--- config.mk ---
export PLATFORM = sky130hd
export DESIGN_NAME = regfile_wb_arbiter
export DESIGN_NICKNAME = d
export VERILOG_FILES = /design/src/rtl/regfile_wb_arbiter.sv
export SDC_FILE = /design/constraint.sdc
export NUM_CORES = 1
export LEC_CHECK = 0
export CAP_MARGIN = 30
export CORE_ASPECT_RATIO = 0.75
export CORE_MARGIN = 4
export CORE_UTILIZATION = 40
export DETAILED_ROUTE_END_ITERATION = 16
export PLACE_DENSITY = 0.78
export SYNTH_ARGS = -nofsm -noshare
export SYNTH_HDL_FRONTEND = slang
export SYNTH_SLANG_ARGS = --single-unit
--- constraint.sdc ---
create_clock -name clock -period 4.8 [get_ports clock]
set_input_delay 1.44 -clock clock [delete_from_list [all_inputs] [get_ports clock]]
set_output_delay 1.44 -clock clock [all_outputs]
set_load 0.01 [all_outputs]
--- src/rtl/regfile_wb_arbiter.sv ---
// Write-back arbiter: a round-robin scan grants up to two distinct-register writes per cycle
// to the E and M register-file ports; writes to unimplemented registers are accepted and dropped.
module regfile_wb_arbiter #(
  parameter int            NREQ = 4,
  parameter int            DW   = 32,
  parameter int            AW   = 4,
  parameter int            NREG = 6,
  parameter logic [AW-1:0] NOWR = 4'hF
) (
  input  logic               clock,
  input  logic               reset_n,
  input  logic               enable,
  input  logic [NREQ-1:0]    req_valid,
  input  logic [NREQ*AW-1:0] req_dst,
  input  logic [NREQ*DW-1:0] req_data,
  output logic [NREQ-1:0]    req_ready,
  output logic [AW-1:0]      dstE,
  output logic [DW-1:0]      valE,
  output logic [AW-1:0]      dstM,
  output logic [DW-1:0]      valM,
  output logic [NREG-1:0]    wr_mask,
  output logic [7:0]         drop_cnt
);
  localparam int PW  = (NREQ > 1) ? $clog2(NREQ) : 1;
  localparam int PW1 = PW + 1;

  logic [PW-1:0]   ptr, next_ptr, idx, e_idx, m_idx, last_idx;
  logic [PW:0]     idx_sum, last_sum;
  logic [AW-1:0]   cur_dst, e_dst, m_dst;
  logic            e_found, m_found, scan_on;
  logic [3:0]      drop_now;
  logic [8:0]      drop_sum;
  logic [NREG-1:0] mask_next;

  // Scan from ptr: invalid IDs are always accepted, the first valid ID takes E and the
  // next valid ID naming a different register takes M; same-register requests wait.
  always_comb begin
    req_ready = '0;
    e_found   = 1'b0;
    m_found   = 1'b0;
    e_idx     = '0;
    m_idx     = '0;
    e_dst     = NOWR;
    m_dst     = NOWR;
    drop_now  = '0;
    idx_sum   = '0;
    idx       = '0;
    cur_dst   = '0;
    scan_on   = enable && reset_n;
    for (int k = 0; k < NREQ; k++) begin
      idx_sum = {1'b0, ptr} + PW1'(k);
      if (idx_sum >= PW1'(NREQ)) idx_sum = idx_sum - PW1'(NREQ);
      idx     = idx_sum[PW-1:0];
      cur_dst = req_dst[idx*AW +: AW];
      if (scan_on && req_valid[idx]) begin
        if (cur_dst >= AW'(NREG)) begin
          req_ready[idx] = 1'b1;
          drop_now       = drop_now + 4'd1;
        end else if (!e_found) begin
          req_ready[idx] = 1'b1;
          e_found        = 1'b1;
          e_idx          = idx;
          e_dst          = cur_dst;
        end else if (!m_found && (cur_dst != e_dst)) begin
          req_ready[idx] = 1'b1;
          m_found        = 1'b1;
          m_idx          = idx;
          m_dst          = cur_dst;
        end
      end
    end
  end

  always_comb begin
    last_idx  = m_found ? m_idx : e_idx;
    last_sum  = {1'b0, last_idx} + PW1'(1);
    next_ptr  = (last_sum >= PW1'(NREQ)) ? '0 : last_sum[PW-1:0];
    drop_sum  = {1'b0, drop_cnt} + 9'(drop_now);
    mask_next = '0;
    for (int r = 0; r < NREG; r++) begin
      mask_next[r] = (e_found && (e_dst == AW'(r))) || (m_found && (m_dst == AW'(r)));
    end
  end

  always_ff @(posedge clock or negedge reset_n) begin
    if (!reset_n) begin
      ptr      <= '0;
      dstE     <= NOWR;
      valE     <= '0;
      dstM     <= NOWR;
      valM     <= '0;
      wr_mask  <= '0;
      drop_cnt <= '0;
    end else begin
      dstE     <= e_found ? e_dst : NOWR;
      valE     <= e_found ? req_data[e_idx*DW +: DW] : '0;
      dstM     <= m_found ? m_dst : NOWR;
      valM     <= m_found ? req_data[m_idx*DW +: DW] : '0;
      wr_mask  <= mask_next;
      drop_cnt <= drop_sum[8] ? 8'hFF : drop_sum[7:0];
      if (e_found) ptr <= next_ptr;
    end
  end
endmodule

==> results.yml <==
flow_run:
  cap_violations: 0
cells_and_area:
  drive_above_1_share_pct: 32.83
  fillCellCount: 1077
  layout_common_cells: "clkdlybuf4s50_1, buf_4, dfrtp_1, mux2i_1, mux4_2"
  diodes: 0
  area_growth_pct: 69.72
  post-route-util_pct: 69.72
  nets: 1020
  layout_commonest_cell: "clkdlybuf4s50_1"
clocking:
  clock_sinks: 88
  clk_pin_slew_ns: 0.06
  cts_hold_buffers: 0
  cts_tree: "done"
  clockRootBuffer: "clkbuf_16"
  cts-buffers-inserted: 9
  clockBufferDepth: 2
  cts_max_level: 3
  insertion_delay_ns: 0.35
die:
  die_h_um: 114.0
  coreArea_sq_um: 14600
  start_util_pct: 41.08
  ios: 241
  chipWidth_um: 149.4
  fp-row-count: 38
  dieArea_sq_um: 17030
drt:
  drc: 0
  vias_per_cell: 5.649
  drt-total-wl_mm: 22.25
  wl_per_cell_um: 20.95
  drt_iter0_markers: 399
  first_pass_iters: 5
  detail-route-antenna-nets: 0
  vias: 5999
sta:
  skew_ns: 0.005928
  hold_viol: 0
  worst_pin_slew_ns: 0.7472
  fmax_mhz: 179.9
  fin_crit_sh_pct: 115.8
  slew-limit-headroom_pct: 50.19
  worst_slack_ns: -0.7580
  rsz0062_at_grt: "true"
  slew_viol_final: 0
  setup_viol_count_final: 6
  setup-tns-final_ns: -2.908
  min_period_ns: 5.558
pwr:
  seq_power_share_pct: 18.0
  p_comb_share_pct: 68.6
  pwr_density_cell_nw_per_um2: 559.7
  power.switching_mw: 2.174
  clkPwrFrac_pct: 13.4
  leakage_nw: 4.532
  intPower_mw: 3.522
  swShare_pct: 38.16
  irDropWorstVdd_mv: 0.3496
placed_design:
  dp_slack_ns: -1.448
  io_buffers: 240
  gp_congestion: 0.9115
  hpwl_mm: 16.97
critical_path:
  cp_max_fo: 4
  endpoint_kind: "primary output"
  required_ns: 3.36
  critPathKind: "in -> out"
  startpoint_type: "primary input"
  crit_slowest_cell: "mux4_2"
  path_cells: "buf_6, mux4_2, a21o_4, a311o_1, o31a_1, xor2_2, nor3_1, o211ai_1, nand2b_1, buf_6, buf_4, o21ai_2, buf_2"
  cpPeakStageDelay_ns: 0.51
  arrival_ns: 4.12
  crit_path_frequent_cell: "buf_6"
yosys:
  synth_seq_cells: 88
  synthArstFlopShare_pct: 100.0
  seq_area_frac_synth_pct: 36.89
  ys.flop_type: "dfrtp_1"
  synth_edf_count: 0
  synth_cell_types: 56
  syn_area_sq_um: 5996
  syn_inst: 514
  synth_nets: 677
  ys_warn_count: 0
  syn_area_per_cell_sq_um: 11.66
hold_path:
  hp-class: "reg -> reg"
global_routing:
  grt_pass1_vias: 6082
  grt_pass1_wl_mm: 33.45
  overflow: 0
  busiest_layer: "met2"
  grt_max_degree: 58
  antenna_found_initial: 0
  met3_usage_pct: 5.560
  met1_usage_pct: 34.53
  use_met2_pct: 40.96
  track_usage_pct: 25.24
status:
  outcome: "finished with violations"
  violations: "negative setup slack"
-- sequential cells by signal (all words and copies together), names as in the netlist --
register,cells
valE,32
valM,32
drop_cnt,8
wr_mask,6
dstE,4
dstM,4
ptr,2
-- cells in the mapped netlist, drive strengths merged, types with 13 or more instances --
master	n	share of area, %
dfrtp	80	33
mux2i	75	13
mux4	48	18
o22ai	38	4.0
and2	34	3.5
nand2	23	1.4
buf	22	2.9
a21oi	17	1.4
inv	17	1.1
nand3	13	1.1
nor2	13	0.81
-- through the flow --
stage | cell area, sq um | std cells | total power [mW] | hold slack, ns
2_1_floorplan | 6131 | 514 | 3.068 | 0.5402
3_3_place_gp | 9424 | 1021 | 4.482 | 0.5113
3_5_place_dp | 9424 | 1021 | 4.548 | 0.5223
4_1_cts | 9940 | 1052 | 5.476 | 0.5304
5_1_grt | 10180 | 1062 | 6.011 | 0.5636
6_report | 10180 | 1062 | 5.696 | 0.5246
-- power by group through the flow --
stage | Clock, mW | Sequential (mW) | Combinational (mW)
finish | 0.761 | 1.03 | 3.91
global route | 0.809 | 1.05 | 4.15
CTS | 0.770 | 1.03 | 3.68
detailed placement | 0 | 1.04 | 3.51
global placement | 0 | 1.03 | 3.45
floorplan | 0 | 1.13 | 1.94
-- worst paths after layout --
kind	depth (start not counted)	slack [ns]	end	startpoint
max in group asynchronous	3	2.49	valM[15]	reset_n
max	13	-0.76	req_ready[1]	req_dst[6]
min in group asynchronous	2	1.20	drop_cnt[1]	reset_n
max reg2reg	20	0.28	drop_cnt[2]	ptr[1]
min	1	0.52	drop_cnt[4]	drop_cnt[4]
min reg2reg	1	0.52	drop_cnt[4]	drop_cnt[4]
-- what timing repair did --
item | CTS | global route
buffers inserted | 15 | 11
cloned | 0 | 1
pin swaps | 19 | 22
gates resized for setup | 105 | 40
endpoints found under the setup margin | 26 | 12
-- area by class of cell --
cell class	instances	area, sq um	share of cell area, %
repair buffers	364	3417	33.58
multi-input cells	377	3910	38.42
flip-flops and latches	88	2212	21.74
inverters	17	66.31	0.6517
well taps	200	250.2	2.459
clock inverters	7	95.09	0.9345
clock buffers	9	225.2	2.213
-- routing by layer --
metal	vias to the layer above	share of wire, %	wire length, um
met4	0	2.4	525
met5	-	0	0
met1	2999	42	9344
li1	2683	-	-
met3	42	7.1	1569
met2	275	49	10810
-- critical path: cells and delay by family --
family                    cells  cell delay (ns)
xor gates and xnor gates      1             0.16
AOI/OAI and AO/OA             5             1.29
and+or+nand+nor               2             0.21
buffers and inverters         4             0.50
muxes                         1             0.51
-- logic make-up after synthesis --
family | synth area share, %
flip-flops | 36.89
adder cells (fa/ha/maj) | 2.629
buffers and inverters | 4.633
AND/OR/NAND/NOR | 10.39
AO/OA/AOI/OAI | 12.15
XOR/XNOR | 2.191
multiplexers | 31.11
(Power assumes the default switching activity.)
